--- config.mk ---
export PLATFORM = sky130hd
export DESIGN_NAME = snake_ctrl
export DESIGN_NICKNAME = d
export VERILOG_FILES = /design/src/rtl/snake_ctrl.sv
export SDC_FILE = /design/constraint.sdc
export NUM_CORES = 1
export LEC_CHECK = 0
export CAP_MARGIN = 40
export CELL_PAD_IN_SITES_DETAIL_PLACEMENT = 0
export CELL_PAD_IN_SITES_GLOBAL_PLACEMENT = 1
export CORE_ASPECT_RATIO = 0.8
export CORE_MARGIN = 2
export CORE_UTILIZATION = 45
export CTS_CLUSTER_DIAMETER = 80
export DETAILED_ROUTE_END_ITERATION = 12
export PLACE_DENSITY = 0.78
export SLEW_MARGIN = 20
export SYNTH_ARGS = -nofsm -noshare
export SYNTH_HDL_FRONTEND = slang
export SYNTH_SLANG_ARGS = --single-unit
--- constraint.sdc ---
create_clock -name CLK_50M -period 15.2 [get_ports CLK_50M]
set_input_delay 3.04 -clock CLK_50M [delete_from_list [all_inputs] [get_ports CLK_50M]]
set_output_delay 3.04 -clock CLK_50M [all_outputs]
set_load 0.02 [all_outputs]
--- src/rtl/snake_ctrl.sv ---
// snake_ctrl: snake game core on a 40x30 grid of 16x16 px cells.
// Tracks the body segments, steers the head from direction pulses, detects
// wall/body collisions and apple eating, and classifies the pixel being
// scanned (empty/head/body/wall) with one cycle of latency.
// state_dbg mirrors the internal game state for observation only.
module snake_ctrl #(
    parameter int MOVE_DIV = 12_500_000,
    parameter int MAX_LEN  = 16,
    parameter int INIT_LEN = 4
) (
    input  logic       CLK_50M,
    input  logic       RSTn,
    input  logic       start,
    input  logic       dir_up,
    input  logic       dir_down,
    input  logic       dir_left,
    input  logic       dir_right,
    input  logic [9:0] x_pos,
    input  logic [9:0] y_pos,
    input  logic [5:0] apple_x,
    input  logic [4:0] apple_y,
    output logic [1:0] snake,
    output logic       eat,
    output logic       game_over,
    output logic [4:0] length,
    output logic [1:0] state_dbg
);

    localparam int CNT_W = (MOVE_DIV > 1) ? $clog2(MOVE_DIV) : 1;
    localparam logic [CNT_W-1:0] CNT_LAST = CNT_W'(MOVE_DIV - 1);

    localparam logic [1:0] ST_IDLE = 2'd0;
    localparam logic [1:0] ST_PLAY = 2'd1;
    localparam logic [1:0] ST_DIE  = 2'd2;

    // Opposite directions differ only in bit 0.
    localparam logic [1:0] DIR_UP    = 2'd0;
    localparam logic [1:0] DIR_DOWN  = 2'd1;
    localparam logic [1:0] DIR_LEFT  = 2'd2;
    localparam logic [1:0] DIR_RIGHT = 2'd3;

    localparam logic [4:0] LEN_INIT = 5'(INIT_LEN);
    localparam logic [4:0] LEN_MAX  = 5'(MAX_LEN);

    logic [1:0]       state;
    logic [CNT_W-1:0] step_cnt;
    logic [1:0]       cur_dir;
    logic [1:0]       pend_dir;
    logic [5:0]       seg_x [MAX_LEN];
    logic [4:0]       seg_y [MAX_LEN];
    logic [4:0]       len_q;

    logic       step;
    logic       do_init;
    logic [5:0] next_x;
    logic [4:0] next_y;
    logic       apple_hit;
    logic       wall_hit;
    logic       body_hit;
    logic       collision;
    logic       pulse_any;
    logic [1:0] pulse_dir;
    logic [1:0] eff_dir;
    logic       dir_accept;
    logic [5:0] cell_x;
    logic [4:0] cell_y;
    logic       in_view;
    logic       head_here;
    logic       body_here;
    logic       wall_here;
    logic [1:0] kind;

    assign step      = (state == ST_PLAY) && (step_cnt == CNT_LAST);
    assign do_init   = (state == ST_DIE) && start;
    assign game_over = (state == ST_DIE);
    assign length    = len_q;
    assign state_dbg = state;

    // Head position one cell ahead in the direction that takes effect this step.
    always_comb begin
        next_x = seg_x[0];
        next_y = seg_y[0];
        case (pend_dir)
            DIR_UP:   next_y = seg_y[0] - 5'd1;
            DIR_DOWN: next_y = seg_y[0] + 5'd1;
            DIR_LEFT: next_x = seg_x[0] - 6'd1;
            default:  next_x = seg_x[0] + 6'd1;
        endcase
    end

    // Collision: wall, or any valid body segment; the tail only counts when
    // eating, because otherwise it moves out of the way in the same step.
    always_comb begin
        apple_hit = (next_x == apple_x) && (next_y == apple_y);
        wall_hit  = (next_x == 6'd0) || (next_x == 6'd39) ||
                    (next_y == 5'd0) || (next_y == 5'd29);
        body_hit  = 1'b0;
        for (int i = 1; i < MAX_LEN; i++) begin
            if ((5'(i) < len_q) && ((5'(i) != len_q - 5'd1) || apple_hit) &&
                (seg_x[i] == next_x) && (seg_y[i] == next_y)) begin
                body_hit = 1'b1;
            end
        end
        collision = wall_hit | body_hit;
    end

    // Pick one pulse by priority; reject it if it reverses the direction that
    // will be current after this cycle (a step in this cycle commits pend_dir).
    always_comb begin
        pulse_any = dir_up | dir_down | dir_left | dir_right;
        if (dir_up)        pulse_dir = DIR_UP;
        else if (dir_down) pulse_dir = DIR_DOWN;
        else if (dir_left) pulse_dir = DIR_LEFT;
        else               pulse_dir = DIR_RIGHT;
        eff_dir    = step ? pend_dir : cur_dir;
        dir_accept = (state == ST_PLAY) && pulse_any && (pulse_dir != (eff_dir ^ 2'b01));
    end

    // Game state machine.
    always_ff @(posedge CLK_50M or negedge RSTn) begin
        if (!RSTn) begin
            state <= ST_IDLE;
        end else begin
            case (state)
                ST_IDLE: if (start) state <= ST_PLAY;
                ST_PLAY: if (step && collision) state <= ST_DIE;
                ST_DIE:  if (start) state <= ST_IDLE;
                default: state <= ST_IDLE;
            endcase
        end
    end

    // Step divider: runs only while playing, parked at zero otherwise.
    always_ff @(posedge CLK_50M or negedge RSTn) begin
        if (!RSTn) begin
            step_cnt <= '0;
        end else if (state != ST_PLAY || step) begin
            step_cnt <= '0;
        end else begin
            step_cnt <= step_cnt + 1'b1;
        end
    end

    // Direction: pulses update the pending direction, steps commit it.
    always_ff @(posedge CLK_50M or negedge RSTn) begin
        if (!RSTn) begin
            cur_dir  <= DIR_RIGHT;
            pend_dir <= DIR_RIGHT;
        end else if (do_init) begin
            cur_dir  <= DIR_RIGHT;
            pend_dir <= DIR_RIGHT;
        end else begin
            if (step)       cur_dir  <= pend_dir;
            if (dir_accept) pend_dir <= pulse_dir;
        end
    end

    // Segment storage: initial horizontal layout, shifted on each safe step.
    always_ff @(posedge CLK_50M or negedge RSTn) begin
        if (!RSTn) begin
            for (int i = 0; i < MAX_LEN; i++) begin
                seg_x[i] <= 6'(20 - i);
                seg_y[i] <= 5'd15;
            end
        end else if (do_init) begin
            for (int i = 0; i < MAX_LEN; i++) begin
                seg_x[i] <= 6'(20 - i);
                seg_y[i] <= 5'd15;
            end
        end else if (step && !collision) begin
            for (int i = 1; i < MAX_LEN; i++) begin
                seg_x[i] <= seg_x[i-1];
                seg_y[i] <= seg_y[i-1];
            end
            seg_x[0] <= next_x;
            seg_y[0] <= next_y;
        end
    end

    // Length and eat pulse; growing keeps the old tail as the new last segment.
    always_ff @(posedge CLK_50M or negedge RSTn) begin
        if (!RSTn) begin
            len_q <= LEN_INIT;
            eat   <= 1'b0;
        end else if (do_init) begin
            len_q <= LEN_INIT;
            eat   <= 1'b0;
        end else begin
            eat <= step && !collision && apple_hit;
            if (step && !collision && apple_hit && (len_q < LEN_MAX)) begin
                len_q <= len_q + 5'd1;
            end
        end
    end

    // Classify the scanned pixel: head > body > wall > empty, blank off-screen.
    always_comb begin
        cell_x    = x_pos[9:4];
        cell_y    = y_pos[8:4];
        in_view   = (x_pos < 10'd640) && (y_pos < 10'd480);
        head_here = (seg_x[0] == cell_x) && (seg_y[0] == cell_y);
        body_here = 1'b0;
        for (int i = 1; i < MAX_LEN; i++) begin
            if ((5'(i) < len_q) && (seg_x[i] == cell_x) && (seg_y[i] == cell_y)) begin
                body_here = 1'b1;
            end
        end
        wall_here = (cell_x == 6'd0) || (cell_x == 6'd39) ||
                    (cell_y == 5'd0) || (cell_y == 5'd29);
        if (!in_view)       kind = 2'd0;
        else if (head_here) kind = 2'd1;
        else if (body_here) kind = 2'd2;
        else if (wall_here) kind = 2'd3;
        else                kind = 2'd0;
    end

    // Register the pixel classification.
    always_ff @(posedge CLK_50M or negedge RSTn) begin
        if (!RSTn) begin
            snake <= 2'd0;
        end else begin
            snake <= kind;
        end
    end

endmodule

==> flow_summary.ini <==
[power]
p_int_mw = 1.141
combPwrFrac = 0.244
swShare = 0.3452
cellLeakagePower_nw = 6.829
p_sw_mw = 0.6014
clockPowerShare = 0.359
p_seq_frac = 0.397
irDropWorstVdd_mv = 0.06794
power_density_nw_per_um2 = 98.43

[placement]
finalWeightedCongestion = 0.9754
numPortBuffers = 40
dp_hpwl_mm = 41.31
dp_slack_ps = 7621

[yosys]
synth_area_sq_um = 16200
synth_top_area_share = 0.1719
synthTopCellsByArea = dfstp_2, dfrtp_1, xnor2_1
ys_warn_count = 0
syn_inst = 1880
synth_cell_type_count = 92
synthFlopType = dfrtp_1
synth_common_cells = nand3_1, xnor2_1, xor2_1
synth_edf_count = 0
synth_top_area_cell = dfstp_2
syn_avg_cell_area_sq_um = 8.617
syn-num-nets = 1931
synth_most_common_cell = nand3_1
synthArstFlopShare = 1.000
ys_seq_area_frac = 0.3388
ys_ff_latch = 214

[worst_hold_path]
min_path_type = register to register
min_from = state_dbg[1]$_DFFE_PN0P_

[cells_and_area]
area_delta_synth_final_pct = 9.253
register_area_sq_um = 5488
n_fill_cell = 3432
drive_gt1_frac = 0.1270
fin_nets = 1883
multi_input_area_sq_um = 9742

[cts]
cts_tree = yes
cts_setup_buffers = 0
cts.repair.resized = 0
cts_root_buf = clkbuf_16
holdBufCountCts = 0
insertion_delay_ps = 590
htree_levels = 1
cts_inserted_buffers = 25
clk_pin_slew_ps = 70
clock_sinks = 214
cts.path.max_buffers = 3

[die]
dieHeight_um = 173.7
io-pin-count = 49
die_w_um = 216.1
rows = 62
core_area_sq_um = 35680
start_util = 0.4540
dieArea_sq_um = 37540

[sta]
max_slew_margin = 0.4093
fin_tns_setup_ps = 0
fmax_ghz = 0.1403
grt_setup_unrepaired = false
period_minus_slack_ps = 7128
setup_ws_ps = 8072
post-route-period-util = 0.4689
skew_ps = 45.07
maxSlewViolCount = 0
setup_violations = 0
hold_violations = 0
worst_pin_slew_ps = 878.0

[critical_path]
crit_start = seg_y[75]$_DFFE_PN1P_
critPathKind = register to register
end_kind = register
worstPathRequired_ps = 15690
reg2reg_slack_ps = 8070
worst_path_largest_cell_delay_ps = 1010
r2r-start = seg_y[75]$_DFFE_PN1P_
path_cells = inv_1 -> fa_1 -> xnor2_1 -> buf_4 -> mux2i_2 -> buf_4 -> xnor2_1 -> a2111oi_0 -> nand4_1 -> o32ai_1 -> o41ai_1 -> and3_1 -> nand4_2 -> buf_4 -> nor2_4 -> buf_4 -> buf_16 -> buf_4 -> buf_12 -> o31ai_1
cp-start-kind = register
cp_common_cell = buf_4
cp_data_arrival_time_ps = 7620
worst_path_max_delay_cell = dfstp_2
crit_path_max_fanout = 59

[route]
ant_nets = 0
first_iter_violations = 1908
drc = 0
vias = 14665
first_pass_iters = 6
finalWirelength_mm = 60.41
routed_via_density = 6.289
wire_per_inst_um = 25.90

[global_route]
antenna_found_initial = 1
track_usage = 0.3182
grt_max_degree = 89
grt_pass1_wl_mm = 90.93
grt_pass1_vias = 14079
grt_overflow = 0

[status]
outcome = complete, no violations

[run]
max-cap-violations = 0
-- logic make-up after synthesis --
family          after synthesis  share of synthesized area
compound gates              331                     0.1255
flops                       214                     0.3388
fa+ha+maj                    13                    0.01050
buf+inv                     200                    0.06071
xor+xnor                    385                     0.2283
simple gates                718                     0.2239
mux                          19                    0.01228
-- state kept, by name, summed over array words and instances, names as in the netlist --
name and count:
snake 2, cur_dir 2, state_dbg 2, pend_dir 2
seg_y 80, length 5, step_cnt 24, seg_x 96
eat 1
-- critical path: cells and delay by family, from the launching register on --
| family | cells | cell delay (ps) |
|---|---|---|
| AO/OA/AOI/OAI | 4 | 1550 |
| flip-flops | 1 | 1010 |
| AND/OR/NAND/NOR | 4 | 770 |
| buffers and inverters | 8 | 2180 |
| multiplexers | 1 | 70 |
| XOR/XNOR | 2 | 670 |
| adder cells (fa/ha/maj) | 1 | 670 |
-- power by group through the flow --
stage,combinational (mW),sequential [mW],clock (mW)
final,0.425,0.692,0.625
after CTS,0.411,0.689,0.634
after global placement,0.398,0.697,0
after global routing,0.455,0.696,0.653
after detailed placement,0.409,0.697,0
after floorplan,0.313,0.666,0
-- per-layer routing --
metal  routed length, um  track usage
met4                2139       0.1082
met3                6342      0.06719
met5                   0            0
met1               26210       0.4650
met2               25720       0.4650
-- per-stage QoR --
stage	utilization	total power, mW	instances	hold slack, ps	cell area (sq um)
finish	0.4960	1.742	2332	463.9	17700
global route	0.4959	1.803	2331	478.6	17700
CTS	0.4932	1.733	2325	468.1	17600
detailed placement	0.4696	1.106	2279	467.4	16760
global placement	0.4663	1.095	2269	458.0	16640
floorplan	-	0.9794	1880	454.7	16200
-- path summary, 6_finish.rpt --
path / endpoint / depth (start not counted)
min reg2reg: state_dbg[0]$_DFFE_PN0P_ / 1
min: state_dbg[0]$_DFFE_PN0P_ / 1
max reg2reg: seg_x[16]$_DFFE_PN0P_ / 20
max: seg_x[16]$_DFFE_PN0P_ / 20
min in group asynchronous: seg_x[38]$_DFFE_PN0P_ / 1
max in group asynchronous: length[2]$_DFFE_PN1P_ / 5
-- final cells by class --
type,count,area share
sequential,214,0.3101
clock inverter,7,0.003464
antenna,1,0.0001414
multi-input combinational,1466,0.5504
inverter,31,0.006716
tap,480,0.03393
timing repair buffer,94,0.05125
clock buffer,39,0.04397
-- layout by cell type, fill, tap and decap left out, drive strengths merged, types with 52 or more instances in the layout --
cell type / netlist / layout
o21ai: 175 / 175
nand3: 209 / 209
nor2: 155 / 155
dfrtp: 108 / 108
xor2: 164 / 164
dfstp: 106 / 106
xnor2: 202 / 202
nand2: 105 / 105
buf: 85 / 52
nand4: 56 / 56
(Power assumes the default switching activity.)
